`src/rtl/cajero_pkg.sv`:
```
// Shared definitions for the ATM keypad front end and controller:
// key codes, debounce state encoding and the amount width.
package cajero_pkg;

    localparam int unsigned ANCHO_MONTO = 32;
    localparam int unsigned ANCHO_TECLA = 4;

    localparam logic [ANCHO_TECLA-1:0] TECLA_ENTER  = 4'hA;
    localparam logic [ANCHO_TECLA-1:0] TECLA_BORRAR = 4'hB;

    typedef enum logic [1:0] {
        REPOSO     = 2'd0,
        FILTRANDO  = 2'd1,
        PRESIONADA = 2'd2,
        SOLTANDO   = 2'd3
    } estado_teclado_t;

    // Codes 0x0-0x9 are decimal digits.
    function automatic logic es_digito(input logic [ANCHO_TECLA-1:0] codigo);
        return codigo <= 4'd9;
    endfunction

endpackage

```
`src/rtl/antirrebote.sv`:
```
// Key debouncer: filters the raw keypad level and code into one
// single-cycle press event per accepted key, with no auto-repeat.
module antirrebote
    import cajero_pkg::*;
#(
    parameter int unsigned DEBOUNCE_CYCLES = 4
) (
    input  logic                   clk,
    input  logic                   reset,
    input  logic                   tecla_valida,
    input  logic [ANCHO_TECLA-1:0] tecla_codigo,
    output logic                   evento,
    output logic [ANCHO_TECLA-1:0] codigo
);

    localparam int unsigned ANCHO_CNT = 8;
    localparam logic [ANCHO_CNT-1:0] LIMITE = ANCHO_CNT'(DEBOUNCE_CYCLES);
    localparam logic [ANCHO_CNT-1:0] UNO    = ANCHO_CNT'(1);

    estado_teclado_t        estado_q, estado_d;
    logic [ANCHO_CNT-1:0]   cnt_q, cnt_d;
    logic [ANCHO_TECLA-1:0] codigo_q, codigo_d;
    logic                   evento_q, evento_d;
    logic [ANCHO_CNT-1:0]   cnt_sig;

    // The counter never exceeds LIMITE-1, so the increment cannot wrap.
    assign cnt_sig = cnt_q + UNO;

    always_comb begin
        estado_d = estado_q;
        cnt_d    = cnt_q;
        codigo_d = codigo_q;
        evento_d = 1'b0;
        case (estado_q)
            REPOSO: begin
                if (tecla_valida) begin
                    estado_d = FILTRANDO;
                    codigo_d = tecla_codigo;
                    cnt_d    = UNO;
                end
            end
            FILTRANDO: begin
                if (!tecla_valida) begin
                    estado_d = REPOSO;
                    cnt_d    = '0;
                end else if (tecla_codigo != codigo_q) begin
                    codigo_d = tecla_codigo;
                    cnt_d    = UNO;
                end else if (cnt_sig >= LIMITE) begin
                    estado_d = PRESIONADA;
                    evento_d = 1'b1;
                    cnt_d    = '0;
                end else begin
                    cnt_d = cnt_sig;
                end
            end
            PRESIONADA: begin
                if (!tecla_valida) begin
                    estado_d = SOLTANDO;
                    cnt_d    = UNO;
                end
            end
            SOLTANDO: begin
                if (tecla_valida) begin
                    estado_d = PRESIONADA;
                    cnt_d    = '0;
                end else if (cnt_sig >= LIMITE) begin
                    estado_d = REPOSO;
                    cnt_d    = '0;
                end else begin
                    cnt_d = cnt_sig;
                end
            end
            default: begin
                estado_d = REPOSO;
                cnt_d    = '0;
            end
        endcase
    end

    always_ff @(posedge clk) begin
        if (reset) begin
            estado_q <= REPOSO;
            cnt_q    <= '0;
            codigo_q <= '0;
            evento_q <= 1'b0;
        end else begin
            estado_q <= estado_d;
            cnt_q    <= cnt_d;
            codigo_q <= codigo_d;
            evento_q <= evento_d;
        end
    end

    assign evento = evento_q;
    assign codigo = codigo_q;

endmodule

```
`src/rtl/teclado_cajero.sv`:
```
// Keypad front end for the ATM controller: turns debounced key events into
// PIN digit strobes or a decimal-assembled amount, depending on the entry mode.
module teclado_cajero
    import cajero_pkg::*;
#(
    parameter int unsigned DEBOUNCE_CYCLES = 4,
    parameter int unsigned MAX_DIGITOS     = 9
) (
    input  logic                   clk,
    input  logic                   reset,
    input  logic                   tecla_valida,
    input  logic [ANCHO_TECLA-1:0] tecla_codigo,
    input  logic                   modo_monto,
    output logic [ANCHO_TECLA-1:0] digito,
    output logic                   digito_stb,
    output logic [ANCHO_MONTO-1:0] monto,
    output logic                   monto_stb,
    output logic                   desborde
);

    localparam int unsigned ANCHO_CUENTA = 4;
    localparam logic [ANCHO_CUENTA-1:0] LIMITE_DIGITOS = ANCHO_CUENTA'(MAX_DIGITOS);

    logic                   evento;
    logic [ANCHO_TECLA-1:0] codigo;

    antirrebote #(
        .DEBOUNCE_CYCLES (DEBOUNCE_CYCLES)
    ) u_antirrebote (
        .clk          (clk),
        .reset        (reset),
        .tecla_valida (tecla_valida),
        .tecla_codigo (tecla_codigo),
        .evento       (evento),
        .codigo       (codigo)
    );

    logic [ANCHO_MONTO-1:0]  acc_q, acc_d;
    logic [ANCHO_CUENTA-1:0] cuenta_q, cuenta_d;
    logic                    modo_q;
    logic [ANCHO_TECLA-1:0]  digito_q, digito_d;
    logic                    digito_stb_q, digito_stb_d;
    logic [ANCHO_MONTO-1:0]  monto_q, monto_d;
    logic                    monto_stb_q, monto_stb_d;
    logic                    desborde_q, desborde_d;

    // A mode change empties the accumulator before any same-cycle event uses it.
    logic                    cambio_modo;
    logic [ANCHO_MONTO-1:0]  acc_base;
    logic [ANCHO_CUENTA-1:0] cuenta_base;

    assign cambio_modo = (modo_monto != modo_q);
    assign acc_base    = cambio_modo ? '0 : acc_q;
    assign cuenta_base = cambio_modo ? '0 : cuenta_q;

    always_comb begin
        acc_d        = acc_base;
        cuenta_d     = cuenta_base;
        digito_d     = digito_q;
        monto_d      = monto_q;
        digito_stb_d = 1'b0;
        monto_stb_d  = 1'b0;
        desborde_d   = 1'b0;
        if (evento) begin
            if (!modo_monto) begin
                if (es_digito(codigo)) begin
                    digito_d     = codigo;
                    digito_stb_d = 1'b1;
                end
            end else if (es_digito(codigo)) begin
                if (cuenta_base < LIMITE_DIGITOS) begin
                    acc_d    = ANCHO_MONTO'(acc_base * ANCHO_MONTO'(10)) + ANCHO_MONTO'(codigo);
                    cuenta_d = cuenta_base + ANCHO_CUENTA'(1);
                end else begin
                    desborde_d = 1'b1;
                end
            end else if (codigo == TECLA_ENTER) begin
                if (cuenta_base != '0) begin
                    monto_d     = acc_base;
                    monto_stb_d = 1'b1;
                    acc_d       = '0;
                    cuenta_d    = '0;
                end
            end else if (codigo == TECLA_BORRAR) begin
                acc_d    = '0;
                cuenta_d = '0;
            end
        end
    end

    always_ff @(posedge clk) begin
        if (reset) begin
            acc_q        <= '0;
            cuenta_q     <= '0;
            modo_q       <= 1'b0;
            digito_q     <= '0;
            digito_stb_q <= 1'b0;
            monto_q      <= '0;
            monto_stb_q  <= 1'b0;
            desborde_q   <= 1'b0;
        end else begin
            acc_q        <= acc_d;
            cuenta_q     <= cuenta_d;
            modo_q       <= modo_monto;
            digito_q     <= digito_d;
            digito_stb_q <= digito_stb_d;
            monto_q      <= monto_d;
            monto_stb_q  <= monto_stb_d;
            desborde_q   <= desborde_d;
        end
    end

    assign digito     = digito_q;
    assign digito_stb = digito_stb_q;
    assign monto      = monto_q;
    assign monto_stb  = monto_stb_q;
    assign desborde   = desborde_q;

endmodule

```
`config.mk`:
```
export PLATFORM = sky130hd
export DESIGN_NAME = teclado_cajero
export DESIGN_NICKNAME = d
export VERILOG_FILES = /design/src/rtl/cajero_pkg.sv /design/src/rtl/antirrebote.sv /design/src/rtl/teclado_cajero.sv
export SDC_FILE = /design/constraint.sdc
export NUM_CORES = 1
export LEC_CHECK = 0
export BUFFER_PORTS_ARGS = -buffer_cell sky130_fd_sc_hd__buf_2
export CAP_MARGIN = 20
export CELL_PAD_IN_SITES_DETAIL_PLACEMENT = 1
export CELL_PAD_IN_SITES_GLOBAL_PLACEMENT = 1
export CORE_MARGIN = 5
export CORE_UTILIZATION = 40
export CTS_CLUSTER_SIZE = 16
export DETAILED_ROUTE_END_ITERATION = 12
export PLACE_DENSITY_LB_ADDON = 0.25
export SYNTH_ARGS = -nofsm -noshare
export SYNTH_HDL_FRONTEND = slang
export SYNTH_SLANG_ARGS = --single-unit
```
`constraint.sdc`:
```
create_clock -name clk -period 7.1 [get_ports clk]
set_input_delay 2.13 -clock clk [delete_from_list [all_inputs] [get_ports clk]]
set_output_delay 2.13 -clock clk [all_outputs]
set_load 0.02 [all_outputs]
```
== Word level (Yosys, flattened, before mapping) ==
Cells that the tools add are included.
Operators by class
  add/subtract/negate cells: 3
  multipliers: 1
  magnitude comparators: 3
  eq/ne operators: 14
  mux-type cells: 39
  bitwise operators: 6
  reduce and logical (&&, ||, !) cells: 12
Operator list (count)
  $mux W32: 8
  $mux W8: 6
  $mux W4: 11
  $add A32 B4 Y32: 1
  $mul A32 B3 Y31 const B: 1
  $pmux W8 S4: 1
  $mux W2: 7
  $reduce_and A5 Y1: 2
  $add A8 B1 Y8 const B: 1
  $eq A4 B4 Y1 const B: 2
  $ge A8 B3 Y1 const B: 1
  $pmux W2 S4: 1
  $pmux W4 S2: 1
  $reduce_or A4 Y1: 2
  $ne A2 B2 Y1 const B: 3
  $ne A3 B2 Y1 const B: 2
  $not A1 Y1: 6
  $reduce_or A5 Y1: 1
  $add A4 B1 Y4 const B: 1
  $eq A2 B2 Y1 const B: 2
  $le A4 B4 Y1 const B: 1
  $lt A4 B4 Y1 const B: 1
  $mux W1: 4
  $ne A4 B4 Y1: 1
  11 further kinds: 11
Storage, ports and cells
  register bits after elaboration: 91
  bits of input ports: 8
  output and inout port bits: 39
  logic and storage cells: 90

== Longest topological paths before layout ==
  depth in word-level cells: 8
  depth in mapped cells: 16
  depth with buffers taken out: 13

== Hierarchy ==
From an unflattened synthesis, not the netlist that was laid out.
Unflattened totals
  cell total of the unflattened synthesis: 834
  area total of the unflattened synthesis: 6615.1 sq um
Modules (own cells, without submodules)
  teclado_cajero: times used 1, cells each 756, area each 5893.2 sq um, sequential area each 1521.5 sq um
  antirrebote: times used 1, cells each 78, area each 721.9 sq um, sequential area each 300.3 sq um

== Worst setup path before layout ==
OpenSTA, ideal clock, no wires.
  kind: input -> register
  from: in modo_monto
  to: reg acc_q[31]
  arrival time: 6.154 ns
  required time: 7.037 ns
  setup slack: 0.883 ns
  stages: 14
  buffers on the path: 2
  cells stage by stage: xor2_1 clkbuf_1 clkbuf_1 nor2_1 fa_1 a21o_1 a221oi_1 o21ai_0 xnor2_1 nor4b_4 nand4_4 or4_1 or4b_1 nand3_1
On the way
  cells in the longest elaborated chain, start to end: 8
  elaborated cells on any way between the ends: 14
Ends and longest elaborated chain
  start: declaration: RTL line teclado_cajero.sv:13  | input logic modo_monto,
  $ne A1 B1 Y1: RTL line teclado_cajero.sv:52  | assign cambio_modo = (modo_monto != modo_q);
  $mux W32 or $mux W4 (tied branches): RTL line teclado_cajero.sv:53, teclado_cajero.sv:54
  $mul A32 B3 Y31 or $reduce_bool A4 Y1 (tied branches): RTL line teclado_cajero.sv:72, teclado_cajero.sv:78
  $add A32 B4 Y32 or $mux W32 (tied branches): RTL line teclado_cajero.sv:72, teclado_cajero.sv:78
  $mux W32 (on tied branches): RTL line teclado_cajero.sv:71, teclado_cajero.sv:77
  $mux W32: RTL line teclado_cajero.sv:70  | end else if (es_digito(codigo)) begin
  $mux W32: RTL line teclado_cajero.sv:65  | if (!modo_monto) begin
  $mux W32 (*): RTL line teclado_cajero.sv:64  | if (evento) begin
  end signal: assignment: RTL line teclado_cajero.sv:93  | acc_q <= '0;
  end signal: assignment: RTL line teclado_cajero.sv:102  | acc_q <= acc_d;
  end: declaration: RTL line teclado_cajero.sv:38  | logic [ANCHO_MONTO-1:0] acc_q, acc_d;
Every way passes the cells marked *; elsewhere a longest branch is shown, timed or not.
A chain may end at the register's enable or synchronous reset.

== Worst setup path after layout ==
  from: in modo_monto
  to: reg acc_q[31]
On the way
  cells in the longest elaborated chain, start to end: 8
  elaborated cells on any way between the ends: 14
Ends and longest elaborated chain
  $ne A1 B1 Y1: RTL line teclado_cajero.sv:52
  $mux W32: RTL line teclado_cajero.sv:53  | assign acc_base = cambio_modo ? '0 : acc_q;
  net acc_base[24]: RTL line teclado_cajero.sv:49  | logic [ANCHO_MONTO-1:0] acc_base;
  $mul A32 B3 Y31: RTL line teclado_cajero.sv:72  | acc_d = ANCHO_MONTO'(acc_base * ANCHO_MONTO'(10)) + ANCHO_MONTO'(codigo);
  $add A32 B4 Y32: RTL line teclado_cajero.sv:72
  $mux W32: RTL line teclado_cajero.sv:71  | if (cuenta_base < LIMITE_DIGITOS) begin
  $mux W32: RTL line teclado_cajero.sv:70
  $mux W32: RTL line teclado_cajero.sv:65
  $mux W32: RTL line teclado_cajero.sv:64
The timed path passes the listed nets, and every way through them passes these cells.

==> impl_metrics.toml <==
[status]
status = "complete, no violations"

[final_layout]
diodes = 0
area_delta_synth_final_pct = 12.03
final_cells = 1131
stdcell_area_mm2 = 0.007327
drive_above_1_share = 0.09290
nets = 959
layout_commonest_cell = "nand2_1"
mostFrequentLayoutCells = "116 x nand2_1, 97 x nor2_1, 91 x a21oi_1, 91 x dfxtp_1, 55 x xnor2_1"

[power_and_ir_drop]
p_seq_frac = 0.475
power.net_switching_w = 0.0002781
p_per_area_mw_per_mm2 = 148.7
p_sw_frac = 0.2552
internal-power_w = 0.0008114
pwr-share-clk = 0.475
p_comb_frac = 0.050
leakage_nw = 3.044
max-vdd-ir-drop_mv = 0.1221

[floorplanning]
io_pins = 47
row_count = 46
die_w_um = 137.9
die_area_mm2 = 0.01901
initial_core_util = 0.4102
core-area_mm2 = 0.01594
die_h_um = 137.9

[cts]
clock_latency_ns = 0.35
post_cts_buffers = 0
cts_buffers = 9
cts_hold_buf = 0
cts_sinks = 91
cts_tree = "done"
cts-htree-levels = 3
cts_root_buf = "clkbuf_16"
clk_path_buf_depth = 2
ctsResizeCount = 0
path_clk_slew_ns = 0.07

[placement]
place_area_mm2 = 0.006992
routabilityCongestion = 0.8736
dpl.hpwl_um = 15350
post-place-ws_ns = 0.4627
dp.cells = 1114
portBuffers = 46

[worst_setup_path]
path_buf_inv = 3
worstPathMaxFanout = 34
cpLargestDelayFamily = "simple AND/OR/NAND/NOR gates"
r2r_end = "acc_q[31]$_SDFF_PP0_"
slowest_delay_ns = 0.53
worstReg2RegStart = "modo_q$_SDFF_PP0_"
critPathSlowestCell = "or4_1"
start_kind = "input port"
startpoint = "modo_monto"
worstPathCellList = "buf_2 > xnor2_2 > buf_4 > buf_12 > and2_1 > ha_1 > ha_1 > nand3_1 > nor2_1 > o2111ai_1 > o2111ai_1 > o211ai_1 > xor2_1 > or4_1 > or4b_1 > nand3_1"
end_kind = "flop"
cp_data_required_time_ns = 7.39
ff2ff_path_depth = 15
crit_type = "in -> reg"
arrival_ns = 6.55
ff2ff_setup_slack_ns = 2.39

[route]
first_pass_iters = 4
drt_iter0_drc = 334
num_vias = 6444
drt-total-wl_um = 20140
ant_nets = 0
route.detailed.drc = 0
wl_per_cell_um = 17.81
vias_per_cell = 5.698

[logic_synthesis]
yosys.area_share.adder = 0.07959
syn_area_per_cell_um2 = 7.398
syn-num-nets = 933
ys_warn_count = 0
syn_inst = 884
synth-seq-cells = 91
synthTopCellsByArea = "dfxtp_1 28%, ha_1 7.7%, xnor2_1 7.5%"
synthXorXnorAreaFrac = 0.09240
synth_area_mm2 = 0.006540
synth-edff-count = 0
yosys-mux-area-fraction = 0.006122
seq_area_frac_synth = 0.2786
synth_top_area_frac = 0.2786
yosysTopAreaCell = "dfxtp_1"
synth_compound_area_frac = 0.2093
synth_top_family_by_area = "simple AND/OR/NAND/NOR gates"
synthFlopType = "dfxtp_1"
synthDistinctLibCells = 62
synthArstFlopShare = 0
post_synth_and_or_nand_nor_area_fraction = 0.2985

[timing]
hold_viol_final = 0
fin_setup_tns_ns = 0
clock.fmax_mhz = 159.8
timing.final.ws_setup_ns = 0.8403
rsz0062_at_grt = "false"
slew_headroom = 0.4543
post-route-period-util = 0.8816
tightest_slew_ns = 0.8111
hold_ws_ns = 0.4522
drv_slew = 0
setup_viol = 0
finalClockSkew_ns = 0.006552
fin_crit_ns = 6.260

[worst_hold_path]
min_to = "monto[3]$_SDFFE_PP0P_"
hold_path_class = "reg -> reg"
hp-start = "monto[3]$_SDFFE_PP0P_"
whs_path_depth = 2

[run]
cap_violations = 0

[global_route]
grt_antenna_before_repair = 0
track_usage = 0.2124
grt_pass1_vias = 6344
grt_max_degree = 75
grt_pass1_wl_um = 32770
grt_remaining_overflow = 0
-- power groups by stage --
stage | logic (W) | clock network (W) | registers, W
floorplan | 0.0000344 | 0 | 0.000527
global placement | 0.0000530 | 0 | 0.000529
detailed placement | 0.0000541 | 0 | 0.000529
CTS | 0.0000543 | 0.000521 | 0.000517
global route | 0.0000596 | 0.000544 | 0.000518
finish | 0.0000545 | 0.000518 | 0.000517
-- cells in the mapped netlist, drive strengths merged, types with 3 or more instances --
cell type	instances
a211oi	8
a21o	16
a21oi	91
a22oi	14
a311oi	5
a31oi	8
a32oi	3
and2	20
and3	36
and4	4
buf	8
clkbuf	36
dfxtp	91
ha	40
inv	17
mux2i	4
nand2	116
nand2b	9
nand3	50
nand4	8
nor2	98
nor2b	3
nor3	19
nor3b	4
nor4	7
o2111ai	6
o211ai	8
o21a	3
o21ai	33
o31ai	5
or2	5
or3	8
xnor2	56
xor2	13
-- routing by layer --
| layer | up-vias | GRT usage | part of all wire |
|---|---|---|---|
| li1 | 3205 | - | - |
| met1 | 3129 | 0.2983 | 0.50 |
| met4 | 0 | 0.04501 | 0.013 |
| met2 | 87 | 0.3528 | 0.46 |
| met3 | 23 | 0.02322 | 0.029 |
| met5 | - | 0 | 0 |
-- worst reg2reg max path, stage by stage (launching register included) --
cell	delay, ns
dfxtp_1	0.36
xnor2_2	0.43
buf_4	0.25
buf_12	0.20
and2_1	0.21
ha_1	0.25
ha_1	0.44
nand3_1	0.16
nor2_1	0.31
o2111ai_1	0.26
o2111ai_1	0.26
o211ai_1	0.18
xor2_1	0.20
or4_1	0.53
or4b_1	0.53
nand3_1	0.10
-- how the worst max path moves through the flow --
| stage | endpoint | cells after the start |
|---|---|---|
| 5_1_grt | acc_q[31]$_SDFF_PP0_ | 16 |
| 2_1_floorplan | acc_q[31]$_SDFF_PP0_ | 14 |
| 3_3_place_gp | acc_q[31]$_SDFF_PP0_ | 16 |
| 3_5_place_dp | acc_q[31]$_SDFF_PP0_ | 16 |
| 4_1_cts | acc_q[31]$_SDFF_PP0_ | 16 |
| 6_report | acc_q[31]$_SDFF_PP0_ | 16 |
-- area by class of cell --
type                       instances  area (um^2)
inverter                          17        63.81
sequential                        91         1822
tap                              216        270.3
multi-input combinational        732         4503
fill                            2027         8616
clock buffer                       9        225.2
timing repair buffer              59        347.8
clock inverter                     7        95.09
-- flip-flops by register name, indices dropped and copies added (netlist names), 4 cells and up, named ones only --
register,cells
digito,4
acc_q,32
u_antirrebote.cnt_q,8
monto,32
cuenta_q,4
u_antirrebote.codigo,4
-- stage by stage --
stage,power (W),util
6_report,0.001089,0.4596
5_1_grt,0.001121,0.4596
4_1_cts,0.001092,0.4586
3_5_place_dp,0.0005831,0.4386
3_3_place_gp,0.0005821,0.4386
2_1_floorplan,0.0005612,-
-- kinds of logic after synthesis --
group	Yosys count
adder cells (fa/ha/maj)	41
buffers and inverters	61
flip-flops	91
AO/OA/AOI/OAI	219
AND/OR/NAND/NOR	399
XOR/XNOR	69
multiplexers	4
Note: power is estimated with default switching activity, not from simulation.
